[config.mk]
export PLATFORM = sky130hd
export DESIGN_NAME = mod_n_step_driver
export DESIGN_NICKNAME = d
export VERILOG_FILES = /design/src/rtl/mod_n_step_driver_pkg.sv /design/src/rtl/mod_n_step_driver_step_gap_timer.sv /design/src/rtl/mod_n_step_driver.sv
export SDC_FILE = /design/constraint.sdc
export NUM_CORES = 1
export LEC_CHECK = 0
export CAP_MARGIN = 20
export CORE_ASPECT_RATIO = 0.75
export CORE_MARGIN = 8
export CORE_UTILIZATION = 30
export DETAILED_ROUTE_END_ITERATION = 16
export PLACE_DENSITY = 0.67
export SYNTH_ARGS = -nofsm -noshare
export SYNTH_HDL_FRONTEND = slang
export SYNTH_SLANG_ARGS = --single-unit
[constraint.sdc]
create_clock -name clk -period 2.1 [get_ports clk]
set_input_delay 0.42 -clock clk [delete_from_list [all_inputs] [get_ports clk]]
set_output_delay 0.42 -clock clk [all_outputs]
set_load 0.02 [all_outputs]
[src/rtl/mod_n_step_driver_pkg.sv]
// Shared FSM state type and ring-distance helper for the mod-N step driver.
package mod_step_pkg;

   localparam int DEFAULT_MODULUS = 3;

   typedef enum logic [1:0] {
      S_IDLE,
      S_STEP,
      S_GAP,
      S_FINISH
   } state_t;

   // Forward-only distance from cur to target on a ring of `modulus` states.
   function automatic int mod_diff(input int target, input int cur, input int modulus);
      return (target >= cur) ? (target - cur) : (target + modulus - cur);
   endfunction

endpackage

[src/rtl/mod_n_step_driver_step_gap_timer.sv]
// Loadable down-counter holding off the next step pulse for GAP cycles.
// Latency: expired rises GAP cycles after load; no backpressure (free-running once loaded).
module step_gap_timer #(
   parameter int GAP = 1
) (
   input  logic clk,
   input  logic rst,
   input  logic load,
   output logic expired
);

   localparam int CW = (GAP > 0) ? $clog2(GAP + 1) : 1;

   logic [CW-1:0] count;

   always_ff @(posedge clk) begin
      if (rst) begin
         count <= '0;
      end else if (load) begin
         count <= CW'(GAP - 1);
      end else if (count != '0) begin
         count <= count - CW'(1);
      end
   end

   assign expired = (count == '0);

endmodule

[src/rtl/mod_n_step_driver.sv]
// Steps a downstream mod-N counter to a commanded state and mirrors its state; owns its reset.
// Latency: first pulse 1 cycle after accept, done 2+(N-1)(STEP_GAP+1); cmd_ready low while busy.
module mod_n_step_driver
   import mod_step_pkg::*;
#(
   parameter int  MODULUS  = DEFAULT_MODULUS,
   parameter int  STEP_GAP = 0,
   localparam int W        = $clog2(MODULUS)
) (
   input  logic         clk,
   input  logic         rst,
   input  logic         cmd_valid,
   output logic         cmd_ready,
   input  logic [W-1:0] cmd_target,
   input  logic         cmd_clear,
   output logic         step_out,
   output logic         ds_rst,
   output logic [W-1:0] mirror,
   output logic         predict_out,
   output logic         busy,
   output logic         done,
   output logic         cmd_err
);

   state_t       state;
   state_t       state_next;
   logic [W-1:0] rem;
   logic [W-1:0] n_steps;
   logic         accept;
   logic         illegal;
   logic         gap_expired;
   logic         step_d;
   logic         busy_d;
   logic         done_d;
   logic         ready_d;
   logic         err_d;

   assign accept      = (state == S_IDLE) && cmd_valid && cmd_ready;
   assign illegal     = int'(cmd_target) >= MODULUS;
   assign n_steps     = W'(mod_diff(int'(cmd_target), int'(mirror), MODULUS));
   assign predict_out = (mirror == W'(MODULUS - 1));

   generate
      if (STEP_GAP > 0) begin : g_gap
         step_gap_timer #(
            .GAP(STEP_GAP)
         ) u_gap_timer (
            .clk     (clk),
            .rst     (rst),
            .load    ((state == S_STEP) && (state_next == S_GAP)),
            .expired (gap_expired)
         );
      end else begin : g_no_gap
         assign gap_expired = 1'b1;
      end
   endgenerate

   always_ff @(posedge clk) begin
      if (rst) begin
         state <= S_IDLE;
      end else begin
         state <= state_next;
      end
   end

   always_comb begin
      state_next = state;
      if (cmd_clear) begin
         state_next = S_IDLE;
      end else begin
         case (state)
            S_IDLE: begin
               if (accept && !illegal) begin
                  state_next = (n_steps == '0) ? S_FINISH : S_STEP;
               end
            end
            S_STEP: begin
               if (rem == W'(1)) begin
                  state_next = S_FINISH;
               end else if (STEP_GAP > 0) begin
                  state_next = S_GAP;
               end else begin
                  state_next = S_STEP;
               end
            end
            S_GAP: begin
               if (gap_expired) begin
                  state_next = S_STEP;
               end
            end
            S_FINISH: state_next = S_IDLE;
            default:  state_next = S_IDLE;
         endcase
      end
   end

   // Outputs are decoded from the next state so they can be registered without lag.
   always_comb begin
      step_d  = (state_next == S_STEP);
      busy_d  = (state_next != S_IDLE);
      done_d  = (state_next == S_FINISH);
      ready_d = (state_next == S_IDLE) && !cmd_clear;
      err_d   = accept && illegal && !cmd_clear;
   end

   always_ff @(posedge clk) begin
      if (rst) begin
         step_out  <= 1'b0;
         busy      <= 1'b0;
         done      <= 1'b0;
         cmd_ready <= 1'b0;
         cmd_err   <= 1'b0;
         ds_rst    <= 1'b1;
      end else begin
         step_out  <= step_d;
         busy      <= busy_d;
         done      <= done_d;
         cmd_ready <= ready_d;
         cmd_err   <= err_d;
         ds_rst    <= cmd_clear;
      end
   end

   // Mirror advances on the same edge the downstream counter absorbs each pulse.
   always_ff @(posedge clk) begin
      if (rst) begin
         mirror <= '0;
         rem    <= '0;
      end else if (cmd_clear) begin
         mirror <= '0;
         rem    <= '0;
      end else begin
         if (state == S_STEP) begin
            mirror <= (mirror == W'(MODULUS - 1)) ? '0 : mirror + W'(1);
            rem    <= rem - W'(1);
         end
         if (accept && !illegal) begin
            rem <= n_steps;
         end
      end
   end

endmodule
==> impl_metrics.csv <==
group,metric,value,unit
critical_path,cp_cell_sequence,"clkdlybuf4s50_1 > fa_2 > or2b_1 > mux2i_4 > nor3b_4 > o311a_1",
floorplanning,die_h,55.7,um
floorplanning,core-area,2000,sq um
final_layout,final_cell_area,905,sq um
final_layout,fin_nets,104,
grt,grt_pass1_wl,2290,um
critical_path,ff2ff_path_depth,7,
critical_path,r2r_start,"mirror[0]",
clock_network,post-cts-setup-buffers,0,
routing,vias,529,
critical_path,cp.required,2.26,ns
logic_synthesis,synth_nets,80,
timing,finalSetupTns,0,ns
routing,routed_via_density,4.64,
logic_synthesis,synth.distinct_cells,28,
critical_path,end_kind,"register",
routing,postRouteAntennaNets,0,
grt,grt-ovfl-total,0,
critical_path,crit_buf_inv,1,
timing,finalSetupViolCount,0,
critical_path,r2r-end,"cmd_ready",
worst_hold_path,holdCritStartpoint,"cmd_ready",
placement,dp_slack,-0.497,ns
logic_synthesis,avgSynthCellArea,9.39,sq um
clock_network,cts_root_buffer,"clkbuf_4",
timing,fin_skew,0.00177,ns
routing,drt_wl_total,1350,um
floorplanning,die_area,3830,sq um
logic_synthesis,synth_warnings,0,
placement,place.gp.congestion,0.808,
final_layout,utilization,0.453,
critical_path,slowest_stage,"clkdlybuf4s50_1",
final_layout,num_antenna_cells,0,
routing,wl_per_cell,11.8,um
grt,met3_usage,0.0402,
routing,drt-pass1-iter-count,4,
grt,grt_max_degree,8,
grt,grt.busiest_layer,"met2",
power,leakage,0.346,nW
worst_hold_path,worstHoldEndpoint,"cmd_err",
critical_path,critPathLaunchType,"primary input",
power,power_switching,139,uW
clock_network,cts.sinks,12,
grt,grt_pass1_vias,542,
critical_path,critical-path-top-delay-family,"buffers and inverters",
power,vdd_drop_max,0.461,mV
placement,portBuffers,14,
clock_network,clock_latency,0.27,ns
floorplanning,start_util,0.315,
timing,fmax,480,MHz
clock_network,clk_pin_slew,0.07,ns
clock_network,hold_buffers,0,
logic_synthesis,seq_area_frac_synth,0.382,
timing,fin_crit_sh,0.991,
critical_path,critPathLaunch,"cmd_target[1]",
grt,met2_usage,0.114,
critical_path,r2r_slack,0.15,ns
placement,place_hpwl,1100,um
final_layout,area_growth,43.7,%
final_layout,fill_cells,216,
power,power,542,uW
grt,track_usage,0.0762,
clock_network,cts_tree,"built",
logic_synthesis,netlist_area,629,sq um
timing,hold_viol_final,0,
worst_hold_path,min_path_type,"register to register",
power,p_per_area,599,nW/um^2
placement,dp.cells,110,
grt,met1_usage,0.0928,
floorplanning,die_w,68.9,um
placement,placed_cell_area,841,sq um
final_layout,drive_above_1_share,0.222,
logic_synthesis,ys_ff_latch,12,
grt,antenna_found_initial,0,
power,swShare,0.257,
clock_network,cts_buffers,3,
power,intPower,403,uW
power,comb_power_share,0.216,
critical_path,cp_max_fo,5,
timing,fin_crit,2.08,ns
timing,fin_hold_ws,0.518,ns
floorplanning,row_count,14,
run,cap_violations,0,
clock_network,clockBufferDepth,2,
routing,first_iter_violations,27,
logic_synthesis,netlist_instances,67,
critical_path,crit_arrival,2.24,ns
power,seqPwrFrac,0.451,
status,status,"finished, final reports clean",
critical_path,cp_slowest_stage_delay,0.53,ns
worst_hold_path,holdPathStages,2,
timing,slew_headroom,0.788,
timing,maxSlewViolCount,0,
power,clkPwrFrac,0.334,
timing,timing.final.ws_setup,0.0180,ns
final_layout,final_cell_count_no_fill,114,
floorplanning,pin_count,15,
clock_network,htree_levels,1,
routing,remaining_drc_errors,0,
timing,tightest_slew,0.317,ns
critical_path,critPathKind,"primary input to register",
synthesized netlist by cell type:
master    number  share of area
nand3_1        1         0.0079
o311a_1        2          0.032
a31o_2         1          0.014
inv_1         10          0.060
a31oi_1        1         0.0099
or3_1          1         0.0099
nor4_1         1         0.0099
xnor2_1        2          0.028
nor3b_2        1          0.020
buf_2          1         0.0079
o31a_1         1          0.014
a211oi_1       1          0.012
o21ai_0        2          0.016
mux2_2         1          0.018
nor3_1         3          0.024
mux2i_1        2          0.032
ha_1           6           0.12
o22ai_1        1         0.0099
nor2b_1        2          0.020
o221ai_1       1          0.014
nor3b_1        2          0.024
o31ai_1        1          0.012
or2b_1         1          0.012
nand2b_2       1          0.014
fa_1           1          0.032
nor2_1         3          0.018
dfxtp_1       12           0.38
nand2_1        5          0.030
final cells by class:
type	instances	area, sq um	share of cell area
repair buffers	20	184	0.203
clock buffers	4	36.3	0.0401
well taps	24	30.0	0.0332
flip-flops and latches	12	241	0.267
multi-input cells	44	375	0.415
inverters	10	37.5	0.0415
power groups by stage:
| stage | clock, mW | sequential, mW | combinational [mW] |
|---|---|---|---|
| 5_1_grt | 0.203 | 0.246 | 0.129 |
| 2_1_floorplan | 0 | 0.258 | 0.0537 |
| 3_5_place_dp | 0 | 0.250 | 0.111 |
| 3_3_place_gp | 0 | 0.250 | 0.109 |
| 4_1_cts | 0.187 | 0.245 | 0.111 |
| 6_report | 0.181 | 0.244 | 0.117 |
worst reg2reg max path: cells and delay by family, from the launching register on:
kind	cells	cell delay, ns
AOI/OAI and AO/OA	1	0.29
adders and majority gates	2	0.63
buffers and inverters	1	0.04
DFF	1	0.34
muxes	1	0.18
and+or+nand+nor	2	0.36
registers in the layout, indices dropped and copies added (netlist names):
| signal | cells |
|---|---|
| mirror | 2 |
| state | 2 |
| ds_rst | 1 |
| step_out | 1 |
| rem | 2 |
| cmd_err | 1 |
| busy | 1 |
| cmd_ready | 1 |
| done | 1 |
worst max-delay path by stage:
stage                      endpoint  depth (start not counted)
after global routing      cmd_ready                          6
after floorplan           cmd_ready                          8
after detailed placement  cmd_ready                          9
final                     cmd_ready                          6
after CTS                 cmd_ready                          9
after global placement    cmd_ready                          9
timing repair:
action / CTS / global route
endpoints found under the hold margin: 0 / 0
resized for setup: 4 / 5
setup endpoints to repair: 5 / 5
pin swaps: 3 / 1
placed cells by master (no fill, tap or decap):
| master | netlist | layout |
|---|---|---|
| nor3b_1 | 2 | 2 |
| nand2_1 | 5 | 5 |
| o311a_1 | 2 | 2 |
| nand3_1 | 1 | 1 |
| o31ai_1 | 1 | 1 |
| clkdlybuf4s50_1 | 0 | 13 |
| dfxtp_2 | 0 | 1 |
| fa_2 | 0 | 1 |
| nor2b_1 | 2 | 2 |
| a211oi_1 | 1 | 1 |
| o21ai_1 | 0 | 1 |
| clkbuf_4 | 0 | 3 |
| o221ai_1 | 1 | 1 |
| mux2_2 | 1 | 1 |
| dfxtp_1 | 12 | 11 |
| ha_1 | 6 | 5 |
| a31oi_1 | 1 | 1 |
| mux2i_1 | 2 | 1 |
| or3_4 | 0 | 1 |
| clkbuf_8 | 0 | 1 |
| inv_2 | 0 | 1 |
| o22ai_1 | 1 | 1 |
| nor4_1 | 1 | 1 |
| xnor2_1 | 2 | 2 |
| nor3_1 | 3 | 3 |
| ha_2 | 0 | 1 |
| buf_4 | 0 | 6 |
| o31a_1 | 1 | 1 |
| inv_1 | 10 | 9 |
| nor2_1 | 3 | 3 |
| a31o_2 | 1 | 1 |
| dlygate4sd2_1 | 0 | 1 |
| mux2i_4 | 0 | 1 |
| nor3b_4 | 0 | 1 |
| o21ai_0 | 2 | 1 |
| or2b_1 | 1 | 1 |
| nand2b_2 | 1 | 1 |
routing by layer:
layer  up-vias  share of wire
li1        277              -
met3         0          0.091
met4         0              0
met1       242           0.45
met5         -              0
met2        10           0.46
kinds of logic (layout without fill, tap and decap cells):
family	count (synthesis)	count (layout)	share of synthesized area
AOI/OAI and AO/OA	11	11	0.133
xor gates and xnor gates	2	2	0.0278
adders and majority gates	7	7	0.151
buffers and inverters	11	34	0.0676
DFF	12	12	0.382
muxes	3	3	0.0497
and+or+nand+nor	21	21	0.189
Note: power is estimated with default switching activity, not from simulation.
